$ cat src/rtl/segment_wave_player.sv
// Segment waveform player: takes one segment instruction, reads the referenced
// waveform words (all repeats) from memory one request at a time, buffers them in
// a small FIFO, and streams them out over a valid/ready port.
//
// state  | meaning
// IDLE   | waiting for a segment instruction
// FETCH  | issuing reads and pushing returned words into the FIFO
// DRAIN  | all words fetched, waiting for the FIFO to empty
// DONE   | segment emitted; generate_done fires on the following cycle
module segment_wave_player #(
   parameter int ADDR_W     = 33,
   parameter int DATA_W     = 128,
   parameter int FIFO_DEPTH = 4
) (
   input  logic              clk,
   input  logic              rst,
   input  logic [127:0]      segment_instruc,
   input  logic              segment_instruc_valid,
   output logic              generate_done,
   output logic              busy,
   output logic              instr_err,
   output logic [ADDR_W-1:0] mem_rd_addr,
   output logic              mem_rd_valid,
   input  logic [DATA_W-1:0] mem_rd_data,
   input  logic              mem_rd_ack,
   output logic [DATA_W-1:0] wave_data,
   output logic              wave_valid,
   input  logic              wave_ready
);

   localparam int          PW      = (FIFO_DEPTH > 1) ? $clog2(FIFO_DEPTH) : 1;
   localparam logic [PW:0] DEPTH_C = (PW+1)'(FIFO_DEPTH);
   localparam logic [2:0]  OP_SEG  = 3'b101;

   typedef enum logic [1:0] {S_IDLE, S_FETCH, S_DRAIN, S_DONE} state_t;

   state_t              state_q, state_d;
   logic [ADDR_W-1:0]   base_q, base_d, cur_q, cur_d;
   logic [15:0]         len_q, len_d, rep_q, rep_d;
   logic [15:0]         word_cnt_q, word_cnt_d, rep_cnt_q, rep_cnt_d;
   logic                pending_q, pending_d;
   logic                busy_q, busy_d, err_q, err_d, done_q, done_d;

   logic [DATA_W-1:0]   fifo_mem [FIFO_DEPTH];
   logic [PW-1:0]       wr_ptr_q, rd_ptr_q;
   logic [PW:0]         count_q;
   logic                push, pop;

   logic [2:0]          in_op;
   logic [ADDR_W-1:0]   in_base;
   logic [15:0]         in_len, in_rep;
   logic                accept, reject;
   logic                instr_unused;

   assign in_op   = segment_instruc[127:125];
   assign in_base = segment_instruc[64 +: ADDR_W];
   assign in_len  = segment_instruc[47:32];
   assign in_rep  = segment_instruc[15:0];
   assign instr_unused = ^{segment_instruc[124:64+ADDR_W], segment_instruc[63:48],
                           segment_instruc[31:16]};

   // busy_q stays high through the generate_done cycle, so a strobe landing on
   // that cycle is rejected like any other strobe while busy.
   assign accept = segment_instruc_valid & ~busy_q & (in_op == OP_SEG);
   assign reject = segment_instruc_valid & (busy_q | (in_op != OP_SEG));

   assign push = pending_q & mem_rd_ack;
   assign pop  = (count_q != '0) & wave_ready;

   assign generate_done = done_q;
   assign busy          = busy_q;
   assign instr_err     = err_q;
   assign mem_rd_valid  = pending_q;
   assign mem_rd_addr   = cur_q;
   assign wave_valid    = (count_q != '0);
   assign wave_data     = wave_valid ? fifo_mem[rd_ptr_q] : '0;

   // Control state register.
   always_ff @(posedge clk or posedge rst) begin
      if (rst) begin
         state_q    <= S_IDLE;
         base_q     <= '0;
         cur_q      <= '0;
         len_q      <= '0;
         rep_q      <= '0;
         word_cnt_q <= '0;
         rep_cnt_q  <= '0;
         pending_q  <= 1'b0;
         busy_q     <= 1'b0;
         err_q      <= 1'b0;
         done_q     <= 1'b0;
      end else begin
         state_q    <= state_d;
         base_q     <= base_d;
         cur_q      <= cur_d;
         len_q      <= len_d;
         rep_q      <= rep_d;
         word_cnt_q <= word_cnt_d;
         rep_cnt_q  <= rep_cnt_d;
         pending_q  <= pending_d;
         busy_q     <= busy_d;
         err_q      <= err_d;
         done_q     <= done_d;
      end
   end

   // Next-state logic: instruction accept, read issue/completion, pass/repeat walk.
   always_comb begin
      state_d    = state_q;
      base_d     = base_q;
      cur_d      = cur_q;
      len_d      = len_q;
      rep_d      = rep_q;
      word_cnt_d = word_cnt_q;
      rep_cnt_d  = rep_cnt_q;
      pending_d  = pending_q;
      busy_d     = busy_q;
      err_d      = err_q | reject;
      done_d     = (state_q == S_DONE);
      case (state_q)
         S_IDLE: begin
            if (accept) begin
               base_d     = in_base;
               cur_d      = in_base;
               len_d      = in_len;
               rep_d      = (in_rep == 16'd0) ? 16'd1 : in_rep;
               word_cnt_d = '0;
               rep_cnt_d  = '0;
               busy_d     = 1'b1;
               state_d    = (in_len == 16'd0) ? S_DONE : S_FETCH;
            end
         end
         S_FETCH: begin
            if (push) begin
               pending_d = 1'b0;
               if (word_cnt_q == len_q - 16'd1) begin
                  word_cnt_d = '0;
                  cur_d      = base_q;
                  rep_cnt_d  = rep_cnt_q + 16'd1;
                  if (rep_cnt_q == rep_q - 16'd1) begin
                     state_d = S_DRAIN;
                  end
               end else begin
                  word_cnt_d = word_cnt_q + 16'd1;
                  cur_d      = cur_q + ADDR_W'(16);
               end
            end else if (!pending_q && (count_q < DEPTH_C)) begin
               // With no read in flight, a free slot now stays free for its data.
               pending_d = 1'b1;
            end
         end
         S_DRAIN: begin
            if (count_q == '0) begin
               state_d = S_DONE;
            end
         end
         S_DONE: begin
            state_d = S_IDLE;
         end
         default: state_d = S_IDLE;
      endcase
      if (done_q) begin
         busy_d = 1'b0;
      end
   end

   // FIFO pointers and occupancy.
   always_ff @(posedge clk or posedge rst) begin
      if (rst) begin
         wr_ptr_q <= '0;
         rd_ptr_q <= '0;
         count_q  <= '0;
      end else begin
         if (push) begin
            wr_ptr_q <= wr_ptr_q + PW'(1);
         end
         if (pop) begin
            rd_ptr_q <= rd_ptr_q + PW'(1);
         end
         count_q <= count_q + (PW+1)'(push) - (PW+1)'(pop);
      end
   end

   // FIFO storage; contents are don't-care while the slot is empty.
   always_ff @(posedge clk) begin
      if (push) begin
         fifo_mem[wr_ptr_q] <= mem_rd_data;
      end
   end

endmodule
$ cat config.mk
export PLATFORM = sky130hd
export DESIGN_NAME = segment_wave_player
export DESIGN_NICKNAME = d
export VERILOG_FILES = /design/src/rtl/segment_wave_player.sv
export SDC_FILE = /design/constraint.sdc
export NUM_CORES = 1
export LEC_CHECK = 0
export ABC_AREA = 0
export CAP_MARGIN = 10
export CELL_PAD_IN_SITES_DETAIL_PLACEMENT = 1
export CELL_PAD_IN_SITES_GLOBAL_PLACEMENT = 1
export CORE_MARGIN = 2
export CORE_UTILIZATION = 49
export CTS_CLUSTER_SIZE = 14
export DETAILED_ROUTE_END_ITERATION = 6
export GPL_TIMING_DRIVEN = 0
export PLACE_DENSITY = 0.87
export SYNTH_ARGS = -nofsm -noshare
export SYNTH_HDL_FRONTEND = slang
export SYNTH_SLANG_ARGS = --single-unit
$ cat constraint.sdc
create_clock -name clk -period 15.08 [get_ports clk]
set_input_delay 3.016 -clock clk [delete_from_list [all_inputs] [get_ports clk]]
set_output_delay 3.016 -clock clk [all_outputs]
set_load 0.02 [all_outputs]
==> results.cfg <==
[outcome]
outcome = complete, no violations

[synth]
ys_types = 70
seq_area_frac_synth_pct = 68.8
ys_ff_latch = 655
syn-num-nets = 1963
async_flop_share_pct = 21.8
synthCells = 1686
syn_avg_cell_area_um2 = 16.3
synth_top_flop_cell = edfxtp_1
synth.cell_area_um2 = 27600
synth-edff-count = 512
ys_warn_count = 0

[floorplanning]
fp.coreArea_um2 = 55300
die_area_um2 = 58200
initial_core_util_pct = 49.8
ios = 427
die_x_um = 241
num_rows = 86
die_h_um = 241

[clocking]
clk_path_buf_depth = 3
cts.clk_slew.worst_paths_ps = 60
cts-htree-levels = 3
cts_setup_buffers = 0
cts_tree = done
cts.sinks = 655
hold_buffers = 0
cts-root-buf = clkbuf_16
cts_buffers = 72
clk_latency_ps = 650
postCtsResizedCells = 0

[sta]
slew_headroom_pct = 12.7
rsz0062_at_grt = no
min_period_over_period_pct = 47.7
setup-violations-final = 0
tightest_slew_ps = 1300
hold_viol_final = 0
fmax_mhz = 139
tns_ps = 0
drv_slew = 0
skew_ps = 55.2
min_period_ps = 7190

[drt]
final_antenna_net_count = 0
wl_per_cell_um = 29.6
detail_route.first_pass.iterations = 5
vias = 17900
dr.first_iter.drc_count = 1406
drc = 0
drt-total-wl_mm = 87.3
routed_via_density = 6.07

[layout]
nets = 2412
num-fill-cells = 4999
area_growth_pct = 26.2
final_cells = 2949
layout_commonest_cell = edfxtp_1
layout-drive-gt1-share_pct = 15.4
mostFrequentLayoutCells = edfxtp_1, clkdlybuf4s50_1, dfrtp_1

[critical_path]
crit_cells = 6
slowest_delay_ps = 870
setup.worst_path.class = flop to output port
crit_chain = clkbuf_1 > clkbuf_1 > buf_1 > mux4_2 > and2_1 > clkdlybuf4s50_1
cp-start-kind = flop
worst_r2r_endpoint = word_cnt_q[6]
crit_path_top_delay_cell = buf_1
rr_startpoint = len_q[0]
critPathBufInv = 4
critPathMostFrequentCell = clkbuf_1
cp-end-kind = output port
ff2ff_path_depth = 10
critPathRequiredTime_ps = 12060
critical-path-top-delay-family = buffers and inverters
r2r_setup_slack_ps = 10720
critPathMaxFanout = 10
arrival_ps = 4180

[place]
dp.cells = 2809
portBuffers = 366
hpwl_mm = 54.6
place_congestion = 0.883

[global_routing]
gr-usage-met1_pct = 36.9
gr-usage-all-layers_pct = 30.3
grt_pass1_vias = 19500
busiest_layer = met2
grt_overflow = 0
grt_pass1_wl_mm = 128
use_met3_pct = 8.56
antenna_found_initial = 12
grt_max_degree = 97
grt_use_met2_pct = 51.3

[job]
cap_violations = 0

[hold_path]
hold_end = instr_err
min-delay-path-class = flop to flop
holdCritStartpoint = instr_err
worstHoldPathCells = 1

[power_and_ir_drop]
power.total_mw = 7.70
powerDensity_nw_per_um2 = 221
ir_worst_vdd_v = 0.000173
leakage_nw = 12.1
==> worst reg2reg max path, stage by stage (launching register included) <==
cell and delay [ps]:
dfrtp_1 450, or4_4 580, or3_1 370, a2111oi_0 610, nand4_1 250, nor4b_2 450
buf_2 370, a21oi_2 230, nor2_1 520, buf_2 330, nor2_1 80
==> cell usage after synthesis, drive strengths merged, types with 7 or more instances <==
library cell    n  share of area, %
xor2           20              0.64
clkbuf         59              0.80
edfxtp        512                56
mux2           66               2.7
or3            13              0.30
a31oi           9              0.20
mux2i          12              0.44
nor3           23              0.47
and3           23              0.52
ha             15              0.68
nor2           57              0.78
xnor2          43               1.4
nand4          15              0.34
dfrtp         143                13
a31o           12              0.38
nor4           24              0.54
nand2          64              0.87
o22ai          14              0.32
mux4          128                10
inv            35              0.48
and2          134               3.0
buf            33              0.52
o21ai          46              0.85
nand3          35              0.64
or4             7              0.20
o211ai         11              0.30
a21oi          55               1.0
==> cell type report <==
class | instances | area [um2] | area share [%]
diodes | 11 | 27.5 | 0.0791
plain buffers | 92 | 365 | 1.05
inverters | 36 | 140 | 0.403
clock buffers | 93 | 1910 | 5.49
flip-flops and latches | 655 | 19000 | 54.5
repair buffers | 375 | 3910 | 11.2
well taps | 748 | 936 | 2.69
clock inverters | 36 | 417 | 1.20
multi-input cells | 903 | 8130 | 23.4
==> through the flow <==
| stage | util (%) | hold WS [ps] | setup slack (ps) | instance area, um2 |
|---|---|---|---|---|
| after global placement | 58.2 | 462 | 5570 | 32200 |
| after floorplan | - | 450 | 8230 | 27600 |
| after CTS | 62.9 | 482 | 7810 | 34800 |
| after detailed placement | 58.6 | 467 | 8430 | 32400 |
| final | 62.9 | 473 | 7890 | 34800 |
| after global routing | 62.9 | 515 | 7680 | 34800 |
==> logic make-up after synthesis <==
logic type	after synthesis	synth area share [%]
mux	206	13.6
xor+xnor	63	2.00
flops	655	68.8
buf+inv	128	1.82
fa+ha+maj	16	0.753
compound gates	195	4.55
simple gates	423	8.53
==> sequential cells by signal (all words and copies together) (netlist names) <==
signal	count
base_q	33
generate_done	1
rep_cnt_q	16
state_q	2
len_q	16
rep_q	16
mem_rd_addr	33
instr_err	1
fifo_mem	512
count_q	3
word_cnt_q	16
wr_ptr_q	2
mem_rd_valid	1
rd_ptr_q	2
busy	1
==> worst max path at each step <==
stage	from	endpoint	slack (ps)
after CTS	rd_ptr_q[0]	wave_data[108]	7810
after floorplan	rst	base_q[0]	8230
after global routing	rd_ptr_q[0]	wave_data[108]	7680
final	rd_ptr_q[0]	wave_data[108]	7890
after detailed placement	segment_instruc[127]	mem_rd_addr[16]	8430
after global placement	mem_rd_ack	fifo_mem[3][72]	5570
==> power breakdown <==
part	leakage [nW]	internal, mW	switching, mW
clock network	1.12	0.983	0.775
registers	6.45	2.37	0.274
logic	4.50	1.43	1.86
==> per-layer routing <==
layer	up-vias	wire length, um	share of wire, %
met4	8	3020	3.5
li1	7450	-	-
met2	899	44800	51
met1	9376	31900	37
met3	179	7450	8.5
met5	-	56	0.064
Note: power is estimated with default switching activity, not from simulation.
==> edit 1: new RTL, same settings <==
Register the output `instr_err` once more; this adds one clock of latency there. The other outputs are not delayed to match.
--- a/src/rtl/segment_wave_player.sv
+++ b/src/rtl/segment_wave_player.sv
@@ -69,7 +69,9 @@
 
    assign generate_done = done_q;
    assign busy          = busy_q;
-   assign instr_err     = err_q;
+   always_ff @(posedge clk) begin
+      instr_err <= err_q;
+   end
    assign mem_rd_valid  = pending_q;
    assign mem_rd_addr   = cur_q;
    assign wave_valid    = (count_q != '0);
Function: changed (Yosys sat finds a counterexample within 4 cycles, from zero or initial values and one cycle with rst high).
==> edit 1 against the unedited design <==
Register-to-register slack improved by 0.15 ns; power fell by 1.4%; synthesized cell count barely moved; setup slack improved by 0.11 ns; critical path type unchanged; sequential cell count rose by 1; critical path depth did not move; largest power group unchanged; area after synthesis barely moved; wire length fell by 5.4%; final area fell by 0.13%; critical endpoint is now wave_data[80]; die area barely moved; sequential power barely moved; first-iteration DRC count fell by 5.5%.
==> edit 1: results (changes against the unedited design) <==
The flow ran to the end, and the final reports show no timing, DRC or antenna violations. The fraction of area in clock buffers and inverters came out at 6.52% (-0.17 points). The largest voltage drop on the vdd net was 0.000153 V (-12%). The highest cell delay on the worst timing path came to 0.82 ns (-0.05 ns). The number of buffers added by the clock tree synthesis step was 71 (-1.4%).

The number of synthesized register bits is 656 (+0.15%). The via count of the routed design came out at 17500 (-2.1%). The DRC violation total after the first TritonRoute iteration is 1329 (-5.5%).

The total of fill cells in the finished design is 4937 (-1.2%). The post-synth net total came out at 1964 (+0.051%). The proportion of final cell area spent on non-clock buffers is 12.3% (+0.015 points).

The worst max-slew margin expressed relative to the limit came to 20.3% (+7.5 points). The routed wire length came out at 82.6 mm (-5.4%). The fraction of area in registers came out at 54.6% (+0.13 points). The static leakage is 12.1 nW (about the same).

The worst-case clock skew is 0.0355 ns (-0.0197 ns). The met1 layer usage reported by global route is 35.4% (-1.4 points). The switching component of the power is 0.00283 W (-2.9%). The global-route usage over all layers came out at 28.9% (-1.4 points).

The maximum number of pins on one net before global-route repair came out at 81 (-16%). In this run the critical register-to-register path is launched from len_q[0]. The synthesized area per cell came out at 16.4 µm² (about the same). The most critical setup path has its endpoint at wave_data[80].

The endpoint of the worst register-to-register path is word_cnt_q[15]. After detailed routing, no signal wire sits above met5. The power share of the sequential group came out at 34.7% (+0.4 points). The post-route met1 wirelength came out at 30.4 mm (-5.0%). The routing usage on met2 came out at 50.1% (-1.2 points). The final cell count without fillers is 2947 (-0.068%).

The worst hold path stage count is 0 (-1). The share of layout cells above drive strength 1 is 15.4% (-0.039 points). The worst min-delay path endpoint is instr_err. For the worst-skew pair, the clock arrives at the later sink with an insertion delay of 0.64 ns. The wire length on met2 came out at 43.0 mm (-4.2%).

The instance count after placement with tap cells included is 2810 (+0.036%). The global routing usage on met3 is 7.18% (-1.4 points). The antenna diode count is 10 (-1). The area of the multi-input gates is 8130 µm² (unchanged). The number of distinct library cells after synthesis is 71 (+1.4%). The startpoint identified for the worst hold timing path is err_q. Yosys attributes the largest share of cell area to edfxtp_1 56%, dfrtp_1 13%, mux4_2 10%. The number of global-route vias before repair is 19100 (-1.7%). The setup slack of the worst register-to-register path was 10.87 ns (+0.15 ns).

The data arrival time at the worst-slack endpoint is 4.06 ns (-0.12 ns). The share of power burned in combinational logic is 42.9% (about the same).
==> edit 1: changes by cell type in the layout (fill, tap and decap cells not counted), sizes merged <==
| cell | change |
|---|---|
| bufinv | -2 |
| clkinv | +3 |
| dfxtp | +1 |
| diode | -1 |
| inv | -1 |
| clkinvlp | -2 |
==> edit 1: stage by stage <==
| step | util, % | power, W | setup slack [ns] | hold WS [ns] |
|---|---|---|---|---|
| after floorplan | - | 0.00446 | 8.23 | 0.342 |
| after global placement | 58.1 | 0.00574 | 5.44 | 0.354 |
| after detailed placement | 58.6 | 0.00585 | 8.28 | 0.390 |
| after CTS | 62.7 | 0.00762 | 7.85 | 0.400 |
| after global routing | 62.7 | 0.00790 | 7.77 | 0.407 |
| final | 62.7 | 0.00759 | 8.00 | 0.394 |
==> edit 1: cells by family after synthesis <==
group / Yosys count / synth area share, %
buf+inv: 128 / 1.81
mux: 206 / 13.6
fa+ha+maj: 16 / 0.753
xor+xnor: 63 / 2.00
flops: 656 / 68.8
simple gates: 423 / 8.52
compound gates: 195 / 4.55
==> edit 2: new RTL, same flow settings <==
Made on the original files. The parameter `ADDR_W` goes from 33 to 29.
--- a/src/rtl/segment_wave_player.sv
+++ b/src/rtl/segment_wave_player.sv
@@ -8,7 +8,7 @@
 // DRAIN  | all words fetched, waiting for the FIFO to empty
 // DONE   | segment emitted; generate_done fires on the following cycle
 module segment_wave_player #(
-   parameter int ADDR_W     = 33,
+   parameter int ADDR_W     = 29,
    parameter int DATA_W     = 128,
    parameter int FIFO_DEPTH = 4
 ) (
Interface: changed (resized mem_rd_addr); port bits go from 427 to 423. No check against the original RTL was run, so the function may have changed too.
==> edit 2 against the unedited design <==
Clock skew is 0.030 ns lower; wire length is 2.1% lower; sequential cell count is 8 lower; sequential power is 4% lower; final cell count is 0.27% lower; final area is 2.2% lower; clock power is 5% lower; register-to-register slack better by 0.16 ns; area after synthesis is 1.8% lower; sequential share of layout area is 0.66 points higher; power is 5.7% lower; setup slack better by 0.034 ns; non-clock buffer count is 3 lower; worst hold slack worse by 0.013 ns; largest cell class unchanged; highest routed layer unchanged.
==> edit 2: results (changes against the unedited design) <==
The run finished with clean final reports. The maximum number of pins on one net before global-route repair was 74 (-24%). The routing usage on met2 came out at 52.8% (+1.5 points). The data arrival time at the worst-slack endpoint came out at 4.14 ns (-0.04 ns). The number of global-route vias before repair is 19300 (-0.98%). The number of optimization iterations in the first detailed-route pass came out at 6 (+1). The worst-margin pin slew was 1.04 ns (-0.261 ns).

The met1 layer usage reported by global route is 37.3% (+0.47 points). The first-pass GRT wire length is 128 mm (-0.29%). The total of fill cells in the finished design came out at 4953 (-0.92%). The final RePlAce weighted congestion came out at 0.862 (-2.4%). The area share of fa/ha/maj cells after synthesis is 0.767% (+0.014 points). The share of layout cells above drive strength 1 is 12.0% (-3.4 points). The routed wire length came to 85.4 mm (-2.1%). The global-route usage over all layers came to 30.4% (+0.14 points). The highest cell delay on the worst timing path came out at 0.83 ns (-0.04 ns). The share of the synthesized area in compound gates (AO/OA/AOI/OAI) is 3.79% (-0.77 points). The static leakage came to 12.1 nW (+0.65%).

By area the synthesized netlist is led by edfxtp_1 57%, dfrtp_1 12%, mux4_2 11%. The global routing usage on met3 came out at 7.84% (-0.71 points). The xor and xnor fraction of the mapped netlist area came out at 2.39% (+0.39 points). The largest voltage drop on the vdd net is 0.000139 V (-20%). The latest clock arrival within the worst-skew pair came out at 0.63 ns (-0.02 ns). The number of antenna violations at the first check in global routing is 15 (+3). The DRC violation total after the first TritonRoute iteration is 1542 (+9.7%). By count the netlist is led by 512 x edfxtp_1, 223 x nand2_1, 135 x dfrtp_1.
==> edit 2: cell count changes after synthesis, moves of 9 or more <==
cell	change
mux2_2	-64
xor2_1	+20
xnor2_1	-9
a21oi_1	-18
a31o_2	-10
inv_1	-10
buf_1	-9
o21ai_0	+18
nand3_1	-9
nand2_1	+159
o22ai_1	-10
==> edit 2: path summary, 6_finish.rpt <==
kind | to | slack, ns | cells past startpoint
min reg2reg | instr_err | 0.46 | 1
min in group asynchronous | busy | 2.92 | 2
max in group asynchronous | base_q[20] | 11.37 | 3
max reg2reg | mem_rd_addr[13] | 10.88 | 12
min | instr_err | 0.46 | 1
max | wave_data[107] | 7.92 | 6
==> edit 2: logic make-up after synthesis <==
logic type	Yosys count
DFF	647
and+or+nand+nor	569
adders and majority gates	16
xor gates and xnor gates	74
AOI/OAI and AO/OA	165
muxes	148
buffers and inverters	119
==> edit 2: final cells by class <==
type | instances | area share [%]
clock buffer | 90 | 5.37
sequential | 647 | 55.1
buffer | 94 | 1.15
clock inverter | 30 | 0.971
inverter | 25 | 0.291
antenna | 9 | 0.0662
timing repair buffer | 370 | 11.4
multi-input combinational | 972 | 23.1
tap | 704 | 2.59
==> edit 2: where the power goes <==
group / internal, W / switching, W / leakage (nW)
logic: 0.00131 / 0.00173 / 4.71
registers: 0.00231 / 0.000229 / 6.39
clock network: 0.000934 / 0.000747 / 1.05
==> edit 2: critical path: cells and delay by family, from the launching register on <==
family                 cells  cell delay [ns]
flip-flops                 1             0.34
buffers and inverters      4             2.34
AND/OR/NAND/NOR            1             0.19
multiplexers               1             0.65
==> edit 2: routing by layer <==
layer  share of wire, %  wire length, µm
met1                 37            31400
met4                3.0             2580
met2                 52            44300
met5              0.088               75
met3                8.3             7060
